==> config.mk <==
export PLATFORM = sky130hd
export DESIGN_NAME = keypad_scan_ctrl
export DESIGN_NICKNAME = d
export VERILOG_FILES = /design/src/rtl/keypad_scan_ctrl.sv
export SDC_FILE = /design/constraint.sdc
export NUM_CORES = 1
export LEC_CHECK = 0
export BUFFER_PORTS_ARGS = -buffer_cell sky130_fd_sc_hd__buf_2
export CAP_MARGIN = 20
export CORE_UTILIZATION = 50
export CTS_CLUSTER_DIAMETER = 30
export DETAILED_ROUTE_END_ITERATION = 12
export PLACE_DENSITY = 0.76
export SLEW_MARGIN = 20
export SYNTH_ARGS = -nofsm -noshare
export SYNTH_HDL_FRONTEND = slang
export SYNTH_SLANG_ARGS = --single-unit
export TNS_END_PERCENT = 50
==> constraint.sdc <==
create_clock -name clk -period 2.1 [get_ports clk]
set_input_delay 0.21 -clock clk [delete_from_list [all_inputs] [get_ports clk]]
set_output_delay 0.21 -clock clk [all_outputs]
set_load 0.02 [all_outputs]
==> src/rtl/keypad_scan_ctrl.sv <==
// keypad_scan_ctrl: matrix keypad column scanner, row debouncer and key-event FIFO.
// Optional feature macro: KEYPAD_AUTO_REPEAT_EN (periodic re-push while a key is held).
module keypad_scan_ctrl #(
    parameter int ROWS           = 4,
    parameter int COLS           = 4,
    parameter int SCAN_DIV       = 50000,
    parameter int DEBOUNCE_SCANS = 4,
    parameter int FIFO_DEPTH     = 4,
    parameter int REPEAT_TICKS   = 64,
    localparam int CODE_W        = $clog2(ROWS * COLS)
) (
    input  logic              clk,
    input  logic              rst,
    input  logic [ROWS-1:0]   row_in,
    output logic [COLS-1:0]   col_out,
    output logic              key_valid,
    output logic [CODE_W-1:0] key_code,
    input  logic              key_ready,
    output logic              key_held,
    output logic              overflow
);

    localparam int RW   = $clog2(ROWS);
    localparam int CW   = $clog2(COLS);
    localparam int DW   = $clog2(DEBOUNCE_SCANS + 1);
    localparam int DIVW = $clog2(SCAN_DIV);
    localparam int AW   = $clog2(FIFO_DEPTH);
    localparam int NW   = AW + 1;
`ifdef KEYPAD_AUTO_REPEAT_EN
    localparam int RPW  = $clog2(REPEAT_TICKS + 1);
`endif

    typedef enum logic [1:0] {
        S_SCAN,
        S_DEBOUNCE,
        S_HELD,
        S_RELEASE
    } state_t;

    logic [1:0]        r_rst_sync;
    logic              w_run;
    logic [ROWS-1:0]   r_row_s1;
    logic [ROWS-1:0]   r_row_s2;
    logic [DIVW-1:0]   r_div;
    logic              w_tick;
    logic              w_row_any;
    logic [RW-1:0]     w_row_idx;
    logic              w_row_hit;

    state_t            r_state;
    logic [COLS-1:0]   r_col;
    logic [CW-1:0]     r_col_idx;
    logic [RW-1:0]     r_row_idx;
    logic [DW-1:0]     r_cnt;
    logic [DW-1:0]     w_cnt_inc;
    logic              r_held;
    logic              r_push;
    logic [CODE_W-1:0] r_push_code;
    logic              r_armed;
    logic [CW-1:0]     r_clean;
    logic [COLS-1:0]   w_col_rot;
    logic [CW-1:0]     w_col_idx_nxt;
    logic [CODE_W-1:0] w_code;
`ifdef KEYPAD_AUTO_REPEAT_EN
    logic [RPW-1:0]    r_rep;
    logic [RPW-1:0]    w_rep_inc;
`endif

    logic [CODE_W-1:0] r_mem [FIFO_DEPTH];
    logic [AW-1:0]     r_wptr;
    logic [AW-1:0]     r_rptr;
    logic [NW-1:0]     r_count;
    logic              r_ovf;
    logic              w_valid;
    logic              w_full;
    logic              w_pop;
    logic              w_wr;

    // Reset release is retimed to clk; nothing advances until it has passed.
    always_ff @(posedge clk or negedge rst) begin
        if (!rst) r_rst_sync <= '0;
        else      r_rst_sync <= {r_rst_sync[0], 1'b1};
    end

    assign w_run = r_rst_sync[1];

    // Two-flop synchroniser for the asynchronous row lines.
    always_ff @(posedge clk or negedge rst) begin
        if (!rst) begin
            r_row_s1 <= '0;
            r_row_s2 <= '0;
        end else begin
            r_row_s1 <= row_in;
            r_row_s2 <= r_row_s1;
        end
    end

    // Free-running scan divider producing one tick every SCAN_DIV cycles.
    always_ff @(posedge clk or negedge rst) begin
        if (!rst) begin
            r_div <= '0;
        end else if (w_run) begin
            if (r_div == DIVW'(SCAN_DIV - 1)) r_div <= '0;
            else                              r_div <= r_div + 1'b1;
        end
    end

    assign w_tick = w_run && (r_div == DIVW'(SCAN_DIV - 1));

    // Lowest-index active row wins when several rows are high.
    always_comb begin
        w_row_idx = '0;
        for (int i = ROWS - 1; i >= 0; i--) begin
            if (r_row_s2[i]) w_row_idx = RW'(i);
        end
    end

    assign w_row_any     = |r_row_s2;
    assign w_row_hit     = r_row_s2[r_row_idx];
    assign w_cnt_inc     = r_cnt + 1'b1;
    assign w_col_rot     = {r_col[COLS-2:0], r_col[COLS-1]};
    assign w_col_idx_nxt = (r_col_idx == CW'(COLS - 1)) ? '0 : r_col_idx + 1'b1;
    assign w_code        = CODE_W'(r_row_idx) * CODE_W'(COLS) + CODE_W'(r_col_idx);
`ifdef KEYPAD_AUTO_REPEAT_EN
    assign w_rep_inc     = r_rep + 1'b1;
`endif

    // Scan/debounce FSM. After reset it stays disarmed until one full clean
    // column sweep, so a key still held through reset cannot emit an event.
    always_ff @(posedge clk or negedge rst) begin
        if (!rst) begin
            r_state     <= S_SCAN;
            r_col       <= COLS'(1);
            r_col_idx   <= '0;
            r_row_idx   <= '0;
            r_cnt       <= '0;
            r_held      <= 1'b0;
            r_push      <= 1'b0;
            r_push_code <= '0;
            r_armed     <= 1'b0;
            r_clean     <= '0;
`ifdef KEYPAD_AUTO_REPEAT_EN
            r_rep       <= '0;
`endif
        end else begin
            r_push <= 1'b0;
            if (w_tick) begin
                unique case (r_state)
                    S_SCAN: begin
                        if (w_row_any && r_armed) begin
                            r_row_idx <= w_row_idx;
                            r_cnt     <= '0;
                            r_state   <= S_DEBOUNCE;
                        end else begin
                            r_col     <= w_col_rot;
                            r_col_idx <= w_col_idx_nxt;
                            if (!r_armed) begin
                                if (w_row_any)                    r_clean <= '0;
                                else if (r_clean == CW'(COLS - 1)) r_armed <= 1'b1;
                                else                              r_clean <= r_clean + 1'b1;
                            end
                        end
                    end
                    S_DEBOUNCE: begin
                        if (w_row_hit) begin
                            if (w_cnt_inc == DW'(DEBOUNCE_SCANS)) begin
                                r_push      <= 1'b1;
                                r_push_code <= w_code;
                                r_held      <= 1'b1;
                                r_state     <= S_HELD;
`ifdef KEYPAD_AUTO_REPEAT_EN
                                r_rep       <= '0;
`endif
                            end else begin
                                r_cnt <= w_cnt_inc;
                            end
                        end else begin
                            r_state   <= S_SCAN;
                            r_col     <= w_col_rot;
                            r_col_idx <= w_col_idx_nxt;
                        end
                    end
                    S_HELD: begin
                        if (!w_row_hit) begin
                            r_state <= S_RELEASE;
                            r_cnt   <= '0;
                            r_held  <= 1'b0;
                        end
`ifdef KEYPAD_AUTO_REPEAT_EN
                        else if (w_rep_inc == RPW'(REPEAT_TICKS)) begin
                            r_push      <= 1'b1;
                            r_push_code <= w_code;
                            r_rep       <= '0;
                        end else begin
                            r_rep <= w_rep_inc;
                        end
`endif
                    end
                    S_RELEASE: begin
                        if (!w_row_hit) begin
                            if (w_cnt_inc == DW'(DEBOUNCE_SCANS)) begin
                                r_state   <= S_SCAN;
                                r_col     <= w_col_rot;
                                r_col_idx <= w_col_idx_nxt;
                            end else begin
                                r_cnt <= w_cnt_inc;
                            end
                        end else begin
                            r_state <= S_HELD;
                            r_held  <= 1'b1;
`ifdef KEYPAD_AUTO_REPEAT_EN
                            r_rep   <= '0;
`endif
                        end
                    end
                    default: r_state <= S_SCAN;
                endcase
            end
        end
    end

    assign w_valid = (r_count != '0);
    assign w_full  = (r_count == NW'(FIFO_DEPTH));
    assign w_pop   = w_valid && key_ready;
    assign w_wr    = r_push && (!w_full || w_pop);

    // Event FIFO storage; a simultaneous pop frees room for a push when full.
    always_ff @(posedge clk) begin
        if (w_wr) r_mem[r_wptr] <= r_push_code;
    end

    // FIFO pointers, occupancy and the drop pulse.
    always_ff @(posedge clk or negedge rst) begin
        if (!rst) begin
            r_wptr  <= '0;
            r_rptr  <= '0;
            r_count <= '0;
            r_ovf   <= 1'b0;
        end else begin
            r_ovf <= r_push && !w_wr;
            if (w_wr)  r_wptr <= r_wptr + 1'b1;
            if (w_pop) r_rptr <= r_rptr + 1'b1;
            if (w_wr && !w_pop)      r_count <= r_count + 1'b1;
            else if (!w_wr && w_pop) r_count <= r_count - 1'b1;
        end
    end

    assign col_out   = r_col;
    assign key_valid = w_valid;
    assign key_code  = w_valid ? r_mem[r_rptr] : '0;
    assign key_held  = r_held;
    assign overflow  = r_ovf;

endmodule
==> reports/results.ini <==
[power_and_ir_drop]
p_int_uw=2110
total_power_uw=2800
p_leak_uw=0.00179
pwr-share-clk=0.396
switching_power_uw=686
peakVddDrop_mv=0.644
seqPwrFrac=0.548
comb_power_share=0.056
sw_frac_of_total=0.245
powerDensity_nw_per_um2=730

[synthesis]
synth.distinct_cells=50
ys.flop_type=dfrtp_1
yosysWarnings=0
ys_seq_elements=72
synthArstFlopShare=0.778
yosysSeqAreaShare=0.576
avgSynthCellArea_um2=12.5
synth_fp_nets=279
syn_area_um2=3270
synth_edf_count=16
netlist_instances=261

[route]
routed_via_density=5.28
wirelength_mm=5.30
first_pass_iters=4
drcViolationCount=0
drtIter0Drc=75
wl_per_cell_um=13.8
vias=2026
drtAntennaViolNets=0

[global_route]
grt_usage=0.173
grt_pass1_vias=2025
grt_overflow=0
grt_max_degree=57
antenna_found_initial=0
grt_first_pass_wirelength_mm=9.25

[cells_and_area]
drive_gt1_frac=0.274
layout_common_cells=dfrtp_1 (52), nor2_1 (21), nand2_1 (17), buf_2 (17), edfxtp_1 (16)
nNetsFinal=320
layout_commonest_cell=dfrtp_1
num-fill-cells=515
syn2layout_area_growth_pct=17.2
fin_cells=384
antenna_cells=0

[floorplanning]
std_cell_rows=29
pin_count=18
die_area_um2=6860
core_area_um2=6310
initial_core_util=0.518
fp.dieW_um=82.8
die_h_um=82.8

[cts]
htreeDepth=3
insertion_delay_ns=0.35
cts_tree=done
clkSinkCount=72
clk_pin_slew_worst_paths_ns=0.08
cts_buffers=9
post_cts_buffers=0
cts.path.max_buffers=2
clockRootBuffer=clkbuf_8

[setup_path]
arrival_ns=2.28
crit_required_ns=2.34
r2r_cells=5
start_kind=flop
critPathCapture=r_row_idx[0]
r2r_slack_ns=0.06
crit_path_max_fanout=4
r2r-start=r_div[13]
crit_path_end_kind=flop
r2r_end=r_row_idx[0]
startpoint=r_div[13]
path_class=reg2reg

[timing]
grt_setup_unrepaired=true
hold_slack_ns=-0.0214
fin_crit_sh=0.970
finalSetupViolCount=0
worst_slack_ns=0.0632
worst-slew-pin-transition_ns=0.686
fin_crit_ns=2.04
hold_viol=43
skew_ns=0.00831
slew_headroom=0.543
max_freq_ghz=0.491
drv_slew=0

[placed_design]
dp_worst_setup_slack_ns=0.0322
portBuffers=17
hpwl_mm=3.73
gp_congestion=0.821
place_inst=364

[run_status]
outcome=complete, but fails checks
failed_checks=negative hold slack

[worst_hold_path]
worstHoldPathType=in2async

[job]
maxCapViolCount=0

synth_stat cells (all sizes together) (3+ instances only):
master	count	area (um2)
mux2	14	161
nand4	8	50.1
inv	10	37.5
and2	12	75.1
nor3	5	25.0
nor2b	3	18.8
a21oi	4	20.0
ha	10	125
nand2	19	73.8
nand3	6	30.0
clkbuf	5	18.8
edfxtp	16	480
mux2i	4	40.0
xor2	9	78.8
nor2	22	85.1
xnor2	11	96.3
and4	3	28.8
nor4	3	33.8
dfrtp	55	1380
mux4	5	113
nand2b	3	18.8
o21ai	6	30.0
what timing repair did:
| item | in CTS | in global routing |
|---|---|---|
| resized for setup | 0 | 11 |
| endpoints found under the setup margin | 0 | 10 |
| hold buffers | 4 | 0 |
| hold endpoints to repair | 4 | 0 |
metrics by stage:
step                      instance area, um2  TNS [ns]  utilization  hold slack, ns
after floorplan                         3280         0            -         -0.0856
after global placement                  3540         0        0.560           0.320
after detailed placement                3540         0        0.560           0.320
after CTS                               3780         0        0.599         0.00219
after global routing                    3830  -0.00791        0.606          0.0395
final                                   3830         0        0.606         -0.0214
metal layers:
layer,vias up,track usage,share of wire
li1,1010,-,-
met1,975,0.227,0.48
met2,30,0.266,0.48
met3,11,0.0398,0.028
met4,0,0.102,0.020
met5,-,0,0
power groups by stage:
stage	clock network [uW]	logic [uW]	registers [uW]
after floorplan	0	79.5	1560
final	1110	158	1530
after global routing	1190	183	1540
after CTS	1130	160	1530
after global placement	0	147	1560
after detailed placement	0	153	1560
sequential cells by signal, indices dropped and copies added, names as in the netlist, named ones only:
name	flops
r_state	1
r_armed	1
r_col_idx	2
overflow	1
r_push_code	4
r_mem	16
r_clean	2
r_count	3
r_wptr	2
r_rptr	2
r_cnt	3
r_row_s2	4
r_row_s1	4
r_row_idx	2
r_push	1
r_rst_sync	2
col_out	4
r_div	16
key_held	1
worst min path at each step:
stage	startpoint	endpoint	slack [ns]
floorplan	rst	async pin	-0.09
global placement	row_in[1]	r_row_s1[1]	0.32
detailed placement	row_in[0]	r_row_s1[0]	0.32
CTS	rst	overflow	0.002
global route	rst	overflow	0.04
finish	rst	overflow	-0.02
cell type report:
type                    count  area (um2)  area share
repair buffers             36         238      0.0621
well taps                  77        96.3      0.0252
inverters                  10        37.5     0.00980
clock buffers               9         124      0.0324
multi-input cells         173        1370       0.357
flip-flops and latches     72        1890       0.493
clock inverters             7        78.8      0.0206
cells by family (layout without fill, tap and decap cells):
logic type,count (synthesis),after routing,synth area share
AND/OR/NAND/NOR,97,97,0.167
flip-flops,72,72,0.576
multiplexers,23,23,0.0961
AO/OA/AOI/OAI,21,21,0.0429
XOR/XNOR,20,20,0.0536
buffers and inverters,16,62,0.0188
adder cells (fa/ha/maj),11,11,0.0444
other,1,1,0.00115
critical path: stages, from the launching register on:
cell and delay [ns]:
dfrtp_2 0.45, nor4_4 0.29, and4_4 0.29, nand2_2 0.10, or4_4 0.51, mux2_4 0.30
No activity file was read; power rests on OpenSTA's default activity.
